==> src/rtl/rapcore_pkg.sv <==
// Shared types and defaults for the step/direction receiver: FSM states,
// effective-direction encoding and default parameter values.
package rapcore_pkg;

  typedef enum logic {
    ST_IDLE = 1'b0,
    ST_HIGH = 1'b1
  } step_state_e;

  typedef enum logic {
    DIR_REV = 1'b0,
    DIR_FWD = 1'b1
  } eff_dir_e;

  localparam int unsigned DEF_POS_W      = 32;
  localparam int unsigned DEF_FILTER_LEN = 3;
  localparam int unsigned DEF_DIR_SETUP  = 4;
  localparam int unsigned DEF_PER_W      = 24;

  function automatic eff_dir_e eff_dir(input logic dir_filt, input logic invert);
    return eff_dir_e'(dir_filt ^ invert);
  endfunction

endpackage

==> src/rtl/step_dir_receiver_input_filter.sv <==
// Two-flop synchronizer followed by a FILTER_LEN-sample agreement filter.
// Also flags synchronized high runs that end before reaching FILTER_LEN samples.
module input_filter
  import rapcore_pkg::*;
#(
  parameter int unsigned FILTER_LEN = DEF_FILTER_LEN
) (
  input  logic clk,
  input  logic reset,
  input  logic pin_i,
  output logic filt_o,
  output logic changed_o,
  output logic short_high_o
);
  localparam int unsigned RUN_W = $clog2(FILTER_LEN + 1);
  localparam logic [RUN_W-1:0] RUN_MAX = RUN_W'(FILTER_LEN);

  logic                  sync1_q, sync2_q;
  logic [FILTER_LEN-1:0] hist_q, hist_d;
  logic                  filt_q, filt_d;
  logic [RUN_W-1:0]      run_q, run_d;

  always_comb begin
    hist_d    = hist_q << 1;
    hist_d[0] = sync2_q;

    // The window only ever holds synchronized samples, never the raw pin.
    filt_d = filt_q;
    if (&hist_q) begin
      filt_d = 1'b1;
    end else if (~|hist_q) begin
      filt_d = 1'b0;
    end

    run_d = '0;
    if (sync2_q) begin
      run_d = (run_q == RUN_MAX) ? run_q : run_q + 1'b1;
    end
  end

  always_ff @(posedge clk) begin
    if (reset) begin
      sync1_q <= 1'b0;
      sync2_q <= 1'b0;
      hist_q  <= '0;
      filt_q  <= 1'b0;
      run_q   <= '0;
    end else begin
      sync1_q <= pin_i;
      sync2_q <= sync1_q;
      hist_q  <= hist_d;
      filt_q  <= filt_d;
      run_q   <= run_d;
    end
  end

  assign filt_o       = filt_q;
  assign changed_o    = (filt_d != filt_q);
  assign short_high_o = !sync2_q && (run_q != '0) && (run_q < RUN_MAX);

endmodule

==> src/rtl/step_dir_receiver.sv <==
// Step/direction receiver: filters the step and dir pins, emits one strobe per
// accepted step edge, and tracks position, step period and sticky error flags.
module step_dir_receiver
  import rapcore_pkg::*;
#(
  parameter int unsigned POS_W      = DEF_POS_W,
  parameter int unsigned FILTER_LEN = DEF_FILTER_LEN,
  parameter int unsigned DIR_SETUP  = DEF_DIR_SETUP,
  parameter int unsigned PER_W      = DEF_PER_W
) (
  input  logic                    clk,
  input  logic                    reset,
  input  logic                    step,
  input  logic                    dir,
  input  logic                    enable,
  input  logic                    invert_dir,
  input  logic                    clear_pos,
  input  logic                    clear_err,
  output logic                    step_strobe,
  output logic                    step_dir,
  output logic signed [POS_W-1:0] position,
  output logic [PER_W-1:0]        last_period,
  output logic                    dir_setup_err,
  output logic                    glitch_seen
);
  localparam int unsigned SET_W = $clog2(DIR_SETUP + 1);
  localparam logic [SET_W-1:0] SET_MAX = SET_W'(DIR_SETUP);
  localparam logic [PER_W-1:0] PER_MAX = '1;
  localparam logic signed [POS_W-1:0] POS_ONE = POS_W'(1);

  logic step_filt, step_chg_unused, step_short;
  logic dir_filt, dir_chg, dir_short_unused;

  input_filter #(.FILTER_LEN(FILTER_LEN)) u_step_filter (
    .clk          (clk),
    .reset        (reset),
    .pin_i        (step),
    .filt_o       (step_filt),
    .changed_o    (step_chg_unused),
    .short_high_o (step_short)
  );

  input_filter #(.FILTER_LEN(FILTER_LEN)) u_dir_filter (
    .clk          (clk),
    .reset        (reset),
    .pin_i        (dir),
    .filt_o       (dir_filt),
    .changed_o    (dir_chg),
    .short_high_o (dir_short_unused)
  );

  step_state_e             state_q;
  logic                    strobe_q, pend_err_q;
  eff_dir_e                pend_dir_q;
  logic [SET_W-1:0]        stable_q, stable_d;
  logic signed [POS_W-1:0] pos_q, pos_d;
  logic                    step_dir_q, step_dir_d;
  logic [PER_W-1:0]        per_cnt_q, per_cnt_d, last_per_q, last_per_d;
  logic                    setup_err_q, setup_err_d, glitch_q, glitch_d;

  // Step direction and setup verdict are captured at the edge, applied a cycle later.
  always_ff @(posedge clk) begin
    if (reset) begin
      state_q    <= ST_IDLE;
      strobe_q   <= 1'b0;
      pend_dir_q <= DIR_REV;
      pend_err_q <= 1'b0;
    end else begin
      strobe_q <= 1'b0;
      case (state_q)
        ST_IDLE: begin
          if (step_filt) begin
            state_q <= ST_HIGH;
            if (enable) begin
              strobe_q   <= 1'b1;
              pend_dir_q <= eff_dir(dir_filt, invert_dir);
              pend_err_q <= (stable_q < SET_MAX);
            end
          end
        end
        ST_HIGH: begin
          if (!step_filt) begin
            state_q <= ST_IDLE;
          end
        end
        default: state_q <= ST_IDLE;
      endcase
    end
  end

  always_comb begin
    stable_d = stable_q;
    if (dir_chg) begin
      stable_d = '0;
    end else if (stable_q != SET_MAX) begin
      stable_d = stable_q + 1'b1;
    end

    per_cnt_d  = (per_cnt_q == PER_MAX) ? per_cnt_q : per_cnt_q + 1'b1;
    last_per_d = last_per_q;
    pos_d      = pos_q;
    step_dir_d = step_dir_q;
    if (strobe_q) begin
      per_cnt_d  = '0;
      last_per_d = (per_cnt_q == PER_MAX) ? PER_MAX : per_cnt_q + 1'b1;
      pos_d      = (pend_dir_q == DIR_FWD) ? pos_q + POS_ONE : pos_q - POS_ONE;
      step_dir_d = (pend_dir_q == DIR_FWD);
    end
    // A clear drops any step landing in the same cycle.
    if (clear_pos) begin
      pos_d = '0;
    end

    setup_err_d = (strobe_q && pend_err_q) || (setup_err_q && !clear_err);
    glitch_d    = step_short || (glitch_q && !clear_err);
  end

  always_ff @(posedge clk) begin
    if (reset) begin
      stable_q    <= '0;
      per_cnt_q   <= PER_MAX;
      last_per_q  <= '0;
      pos_q       <= '0;
      step_dir_q  <= 1'b0;
      setup_err_q <= 1'b0;
      glitch_q    <= 1'b0;
    end else begin
      stable_q    <= stable_d;
      per_cnt_q   <= per_cnt_d;
      last_per_q  <= last_per_d;
      pos_q       <= pos_d;
      step_dir_q  <= step_dir_d;
      setup_err_q <= setup_err_d;
      glitch_q    <= glitch_d;
    end
  end

  assign step_strobe   = strobe_q;
  assign step_dir      = step_dir_q;
  assign position      = pos_q;
  assign last_period   = last_per_q;
  assign dir_setup_err = setup_err_q;
  assign glitch_seen   = glitch_q;

endmodule

==> config.mk <==
export PLATFORM = sky130hd
export DESIGN_NAME = step_dir_receiver
export DESIGN_NICKNAME = d
export VERILOG_FILES = /design/src/rtl/rapcore_pkg.sv /design/src/rtl/step_dir_receiver_input_filter.sv /design/src/rtl/step_dir_receiver.sv
export SDC_FILE = /design/constraint.sdc
export NUM_CORES = 1
export LEC_CHECK = 0
export BUFFER_PORTS_ARGS = -buffer_cell sky130_fd_sc_hd__buf_2
export CORE_ASPECT_RATIO = 0.6
export CORE_MARGIN = 2
export CORE_UTILIZATION = 63
export CTS_CLUSTER_SIZE = 28
export DETAILED_ROUTE_END_ITERATION = 8
export PLACE_DENSITY = 0.85
export SKIP_CTS_REPAIR_TIMING = 1
export SYNTH_ARGS = -nofsm -noshare
export SYNTH_HDL_FRONTEND = slang
export SYNTH_SLANG_ARGS = --single-unit
==> constraint.sdc <==
create_clock -name clk -period 4.9 [get_ports clk]
set_input_delay 0.49 -clock clk [delete_from_list [all_inputs] [get_ports clk]]
set_output_delay 0.49 -clock clk [all_outputs]
set_load 0.05 [all_outputs]
# [Word level (Yosys, flattened, before mapping)]
# Cells that the tools add are included.
[classes] add_sub_neg=5 magnitude_cmp=2 n_eq_ne=6 mux=10 bitwise_logic=4 n_reduce_logical=19
[op_table] operator="2-to-1 mux 24 bit" n=3
[op_table] operator="adder 32 x 2 -> 32 bit, second input constant" n=1
[op_table] operator="2-to-1 mux 32 bit" n=1
[op_table] operator="subtractor 32 x 2 -> 32 bit, second input constant" n=1
[op_table] operator="adder 24 x 1 -> 24 bit, second input constant" n=1
[op_table] operator="== test 24 bit, second input constant" n=1
[op_table] operator="AND reduction 3 bit" n=3
[op_table] operator="OR reduction 3 bit" n=3
[op_table] operator="2-to-1 mux 1 bit" n=6
[op_table] operator="OR reduction 2 bit" n=3
[op_table] operator="logical AND 1 bit" n=5
[op_table] operator="adder 3 x 1 -> 3 bit, second input constant" n=1
[op_table] operator="less-than comparator 3 bit, second input constant" n=1
[op_table] operator="!= test 3 bit, second input constant" n=1
[op_table] operator="inverter 1 bit" n=3
[op_table] operator="adder 2 x 1 -> 2 bit, second input constant" n=1
[op_table] operator="== test 2 bit, second input constant" n=1
[op_table] operator="zero test 1 bit" n=2
[op_table] operator="logical OR 1 bit" n=2
[op_table] operator="less-than comparator 2 bit, second input constant" n=1
[op_table] operator="!= test 2 x 1 -> 1 bit, second input constant" n=1
[op_table] operator="!= test 2 bit, second input constant" n=1
[op_table] operator="nonzero test 2 bit" n=1
[op_table] operator="!= test 1 bit" n=1
[op_table] operator="bitwise XOR 1 bit" n=1
[totals] reg_bits=104 input_bits=8 output_inout_bits=60 word_cells=66

# [Depth between registers and ports, before layout]
[logic_depth] depth_word=5 mapped_depth=11 ltp_nobuf=10

# [Modules after synthesis]
# A second synthesis with hierarchy kept.
[unflattened] cells_unflattened=692 hier_area_um2=5945.7
[by_module_without_submodules] mod="step_dir_receiver" n_inst=1 cells_each=630 area_per_inst_um2=5327.6 seq_area_each_um2=1801.7
[by_module_without_submodules] mod="input_filter" n_inst=2 cells_each=31 area_per_inst_um2=309.0 seq_area_each_um2=160.2

# [Least setup slack after synthesis]
# OpenSTA, ideal clock, no wires.
[synth_path] path_kind="reg2reg" from="register pos_q[0] (netlist: position[0])" to="register pos_q[22] (netlist: position[22])" setup_ns=0.123 t_arrival_ns=2.946 required_time_ns=4.777 setup_slack_ns=1.831 path_stages_with_launch=11 n_path_buf=0 synth_period_minus_slack_ns=3.069 cell_sequence="dfxtp_1 inv_1 fa_1 and2b_1 o21ai_2 a21boi_4 o211ai_2 a2111o_1 a21bo_2 nor3b_1 a311o_2"
[synth_between] elab_chain_cells=2 elab_cells_between_ends=3 classes_between="add/sub: 2; mux: 1"
[synth_rtl] element="start: declaration" line="step_dir_receiver.sv:56" rtl="logic signed [POS_W-1:0] pos_q, pos_d;"
[synth_rtl] element="start signal: assignment" line="step_dir_receiver.sv:131" rtl="pos_q <= pos_d;"
[synth_rtl] element="subtractor 32 x 2 -> 32 bit / adder 32 x 2 -> 32 bit (equally long branches)" line="step_dir_receiver.sv:106" rtl="pos_d = (pend_dir_q == DIR_FWD) ? pos_q + POS_ONE : pos_q - POS_ONE;"
[synth_rtl] element="2-to-1 mux 32 bit *" line="step_dir_receiver.sv:106"
# Every way passes the cells marked *; elsewhere a longest branch is shown, timed or not.
# A chain may end at the register's enable or synchronous reset.

# [Worst setup path in the final report]
[layout_path] from="register pend_dir_q" to="register pos_q[28] (netlist: position[28])"
[layout_between] elab_chain_cells=1
[layout_rtl] element="start: declaration" line="step_dir_receiver.sv:54" rtl="eff_dir_e pend_dir_q;"
[layout_rtl] element="start signal: assignment" line="step_dir_receiver.sv:76" rtl="pend_dir_q <= eff_dir(dir_filt, invert_dir);"
[layout_rtl] element="2-to-1 mux 32 bit" line="step_dir_receiver.sv:106"
# No other way between the ends.

==> out/metrics.cfg <==
[clock_network]
clock_sinks = 104
ctsRootBufferMaster = clkbuf_16
cts.htree.levels = 3
cts_tree = done
clk_path_buf_depth = 2
clkTransAtPathRegs_ns = 0.07
insertion_delay_ns = 0.35
cts_buffers = 9

[synthesis]
avgSynthCellArea_sq_um = 8.442
synthTopCellsByArea = dfxtp_1, ha_1, nor2_1
syn-num-nets = 720
syn_inst = 676
synth-main-ff-cell = dfxtp_1
yosysMostFrequentCell = dfxtp_1
synthDistinctLibCells = 58
yosys.area.top_type_share = 0.3648
synth_edf_count = 0
yosysSeqAreaShare = 0.3648
synth_top_area_cell = dfxtp_1
yosys_warnings = 0
synth_seq_cells = 104
syn_area_sq_mm = 0.005707
synthArstFlopShare = 0
synthTopCellsByCount = dfxtp_1, nor2_1, a21oi_1, nand3_1, o21ai_0

[finish]
final-seq-area_sq_mm = 0.002083
final_area_sq_mm = 0.006375
syn2layout_area_growth_pct = 11.71
diodes = 0
final_layout_size_suffix_gt1_frac = 0.1364
fin_util = 0.7367
multi_input_area_sq_mm = 0.003405
fill_cells = 656
nets = 765

[place]
dpl_cell_area_sq_mm = 0.006072
portBuffers = 67
gp_congestion = 1.020
post-place-ws_ns = 1.744
hpwl_mm = 10.42

[drt]
wl_per_cell_um = 18.01
top_layer = met4
drtIter0Drc = 787
drc = 0
route.met3.wl_mm = 1.575
met2_length_mm = 6.554
dr.pass1.iters = 6
wirelength_mm = 15.09
wl_met1_mm = 6.679
ant_nets = 0
vias = 5505
vias_per_cell = 6.569

[setup_path]
cp_slowest_cell = a2111oi_0
required_ns = 5.18
critPathBufInv = 1
end_kind = flip-flop
crit_path_start_kind = flip-flop
path_cells = inv_1, ha_1, and3_1, and2_1, o211ai_2, a2111oi_0, o21ai_0, a2111o_1, o211ai_1
cp.arrival_ns = 3.59
crit_type = flip-flop to flip-flop
cp_max_fo = 15
r2r_cells = 9
critPathTopFamily = compound AO/OA/AOI/OAI gates
cp_slowest_stage_delay_ns = 0.59
worstReg2RegEnd = position[28]$_SDFFE_PP0P_
r2r_start = pend_dir_q$_SDFFE_PP0P_
ff2ff_setup_slack_ns = 1.59
path_depth = 9

[power]
ir_drop_mv = 0.2226
power_density_mw_per_mm2 = 335.9
power_mw = 2.141
leakagePower_nw = 2.915

[worst_hold_path]
min_path_type = primary input to flip-flop
hold_end = u_step_filter.sync1_q$_SDFF_PP0_
hold_path_startpoint = step
holdPathStages = 2

[timing]
max_freq_mhz = 301.7
setup_violations = 0
fin_crit_sh = 0.6764
fin_setup_tns_ns = 0
fin_ws_ns = 1.585
rsz0062_at_grt = no
worst_pin_slew_ns = 1.097
clock_skew_ns = 0.008140
slew_headroom = 0.2661
finalMaxSlewViolations = 0
finalCriticalPeriod_ns = 3.315
hold_violations = 0

[global_route]
grt_pass1_wl_mm = 24.90
antenna_found_initial = 0
grt_use_total = 0.3123
first_global_vias = 5050
grt_max_degree = 54
grt_overflow_total = 0

[floorplan]
die_h_um = 77.72
core_sq_mm = 0.008653
die_area_sq_mm = 0.009860
die_x_um = 126.9
start_util = 0.6595
num_io_pins = 68
placementRows = 26

[outcome]
status = finished, final reports clean

[flow_run]
drv_cap = 0

-- power breakdown --
| part | leakage (nW) | switching [mW] | total, mW | internal (mW) |
|---|---|---|---|---|
| clock network | 0.142 | 0.344 | 0.748 | 0.404 |
| logic | 1.93 | 0.271 | 0.427 | 0.156 |
| registers | 0.844 | 0.0580 | 0.966 | 0.908 |
-- cell usage in the layout (no fill, tap or decap), drive strengths merged, types with 3 or more instances in the layout --
cell,n
dfxtp,104
o211ai,6
mux2i,14
clkbuf,10
o21a,10
or2,3
xnor2,21
a21o,25
nand3,42
buf,71
a21oi,41
o31ai,6
xor2,17
a31oi,8
a211oi,8
and2,5
nor4,4
nor2b,14
nand2b,3
or3,7
nor3,17
a2111o,3
a311oi,21
nor2,76
nand2,34
o21bai,9
nand4,14
ha,35
nand3b,3
and3,7
o21ai,38
inv,24
-- logic make-up (layout without fill, tap and decap cells) --
family	after synthesis	count (layout)	synth area share
AO/OA/AOI/OAI	190	190	0.2311
XOR/XNOR	38	38	0.05832
adder cells (fa/ha/maj)	36	36	0.08025
buffers and inverters	58	108	0.03859
flip-flops	104	104	0.3648
multiplexers	14	14	0.02456
AND/OR/NAND/NOR	236	236	0.2024
-- layout make-up --
type / count / share of cell area
sequential: 104 / 0.3268
timing repair buffer: 71 / 0.05731
clock buffer: 10 / 0.03592
multi-input combinational: 514 / 0.5341
clock inverter: 6 / 0.01158
inverter: 21 / 0.01237
tap: 112 / 0.02198
-- flip-flops by register name, summed over array words and instances (netlist names) --
signal / cells
u_step_filter.hist_q: 3
step_dir: 1
dir_setup_err: 1
u_step_filter.run_q: 2
u_dir_filter.filt_o: 1
position: 32
u_dir_filter.sync2_q: 1
u_step_filter.filt_o: 1
pend_err_q: 1
glitch_seen: 1
u_dir_filter.hist_q: 3
pend_dir_q: 1
step_strobe: 1
state_q: 1
per_cnt_q: 24
last_period: 24
stable_q: 3
u_step_filter.sync2_q: 1
u_dir_filter.sync1_q: 1
u_step_filter.sync1_q: 1
-- per-stage QoR --
step                      cells  hold WS (ns)
after global placement      822        0.4299
final                       838        0.3446
after global routing        838        0.3478
after CTS                   838        0.3435
after detailed placement    822        0.4370
after floorplan             676        0.4138
-- worst max-delay path by stage --
stage / startpoint / slack (ns) / to
after floorplan: position[0]$_SDFFE_PP0P_ / 1.83 / position[22]$_SDFFE_PP0P_
after global routing: pend_dir_q$_SDFFE_PP0P_ / 1.25 / position[28]$_SDFFE_PP0P_
after detailed placement: pend_dir_q$_SDFFE_PP0P_ / 1.74 / position[22]$_SDFFE_PP0P_
after CTS: pend_dir_q$_SDFFE_PP0P_ / 1.69 / position[22]$_SDFFE_PP0P_
final: pend_dir_q$_SDFFE_PP0P_ / 1.59 / position[28]$_SDFFE_PP0P_
after global placement: pend_dir_q$_SDFFE_PP0P_ / 1.87 / position[22]$_SDFFE_PP0P_
-- per-layer routing --
layer / GRT usage / vias to the layer above
met4: 0.08901 / 0
met3: 0.07862 / 37
met1: 0.4399 / 2593
met5: 0 / -
met2: 0.4758 / 316
li1: - / 2559
Note: power is estimated with default switching activity, not from simulation.
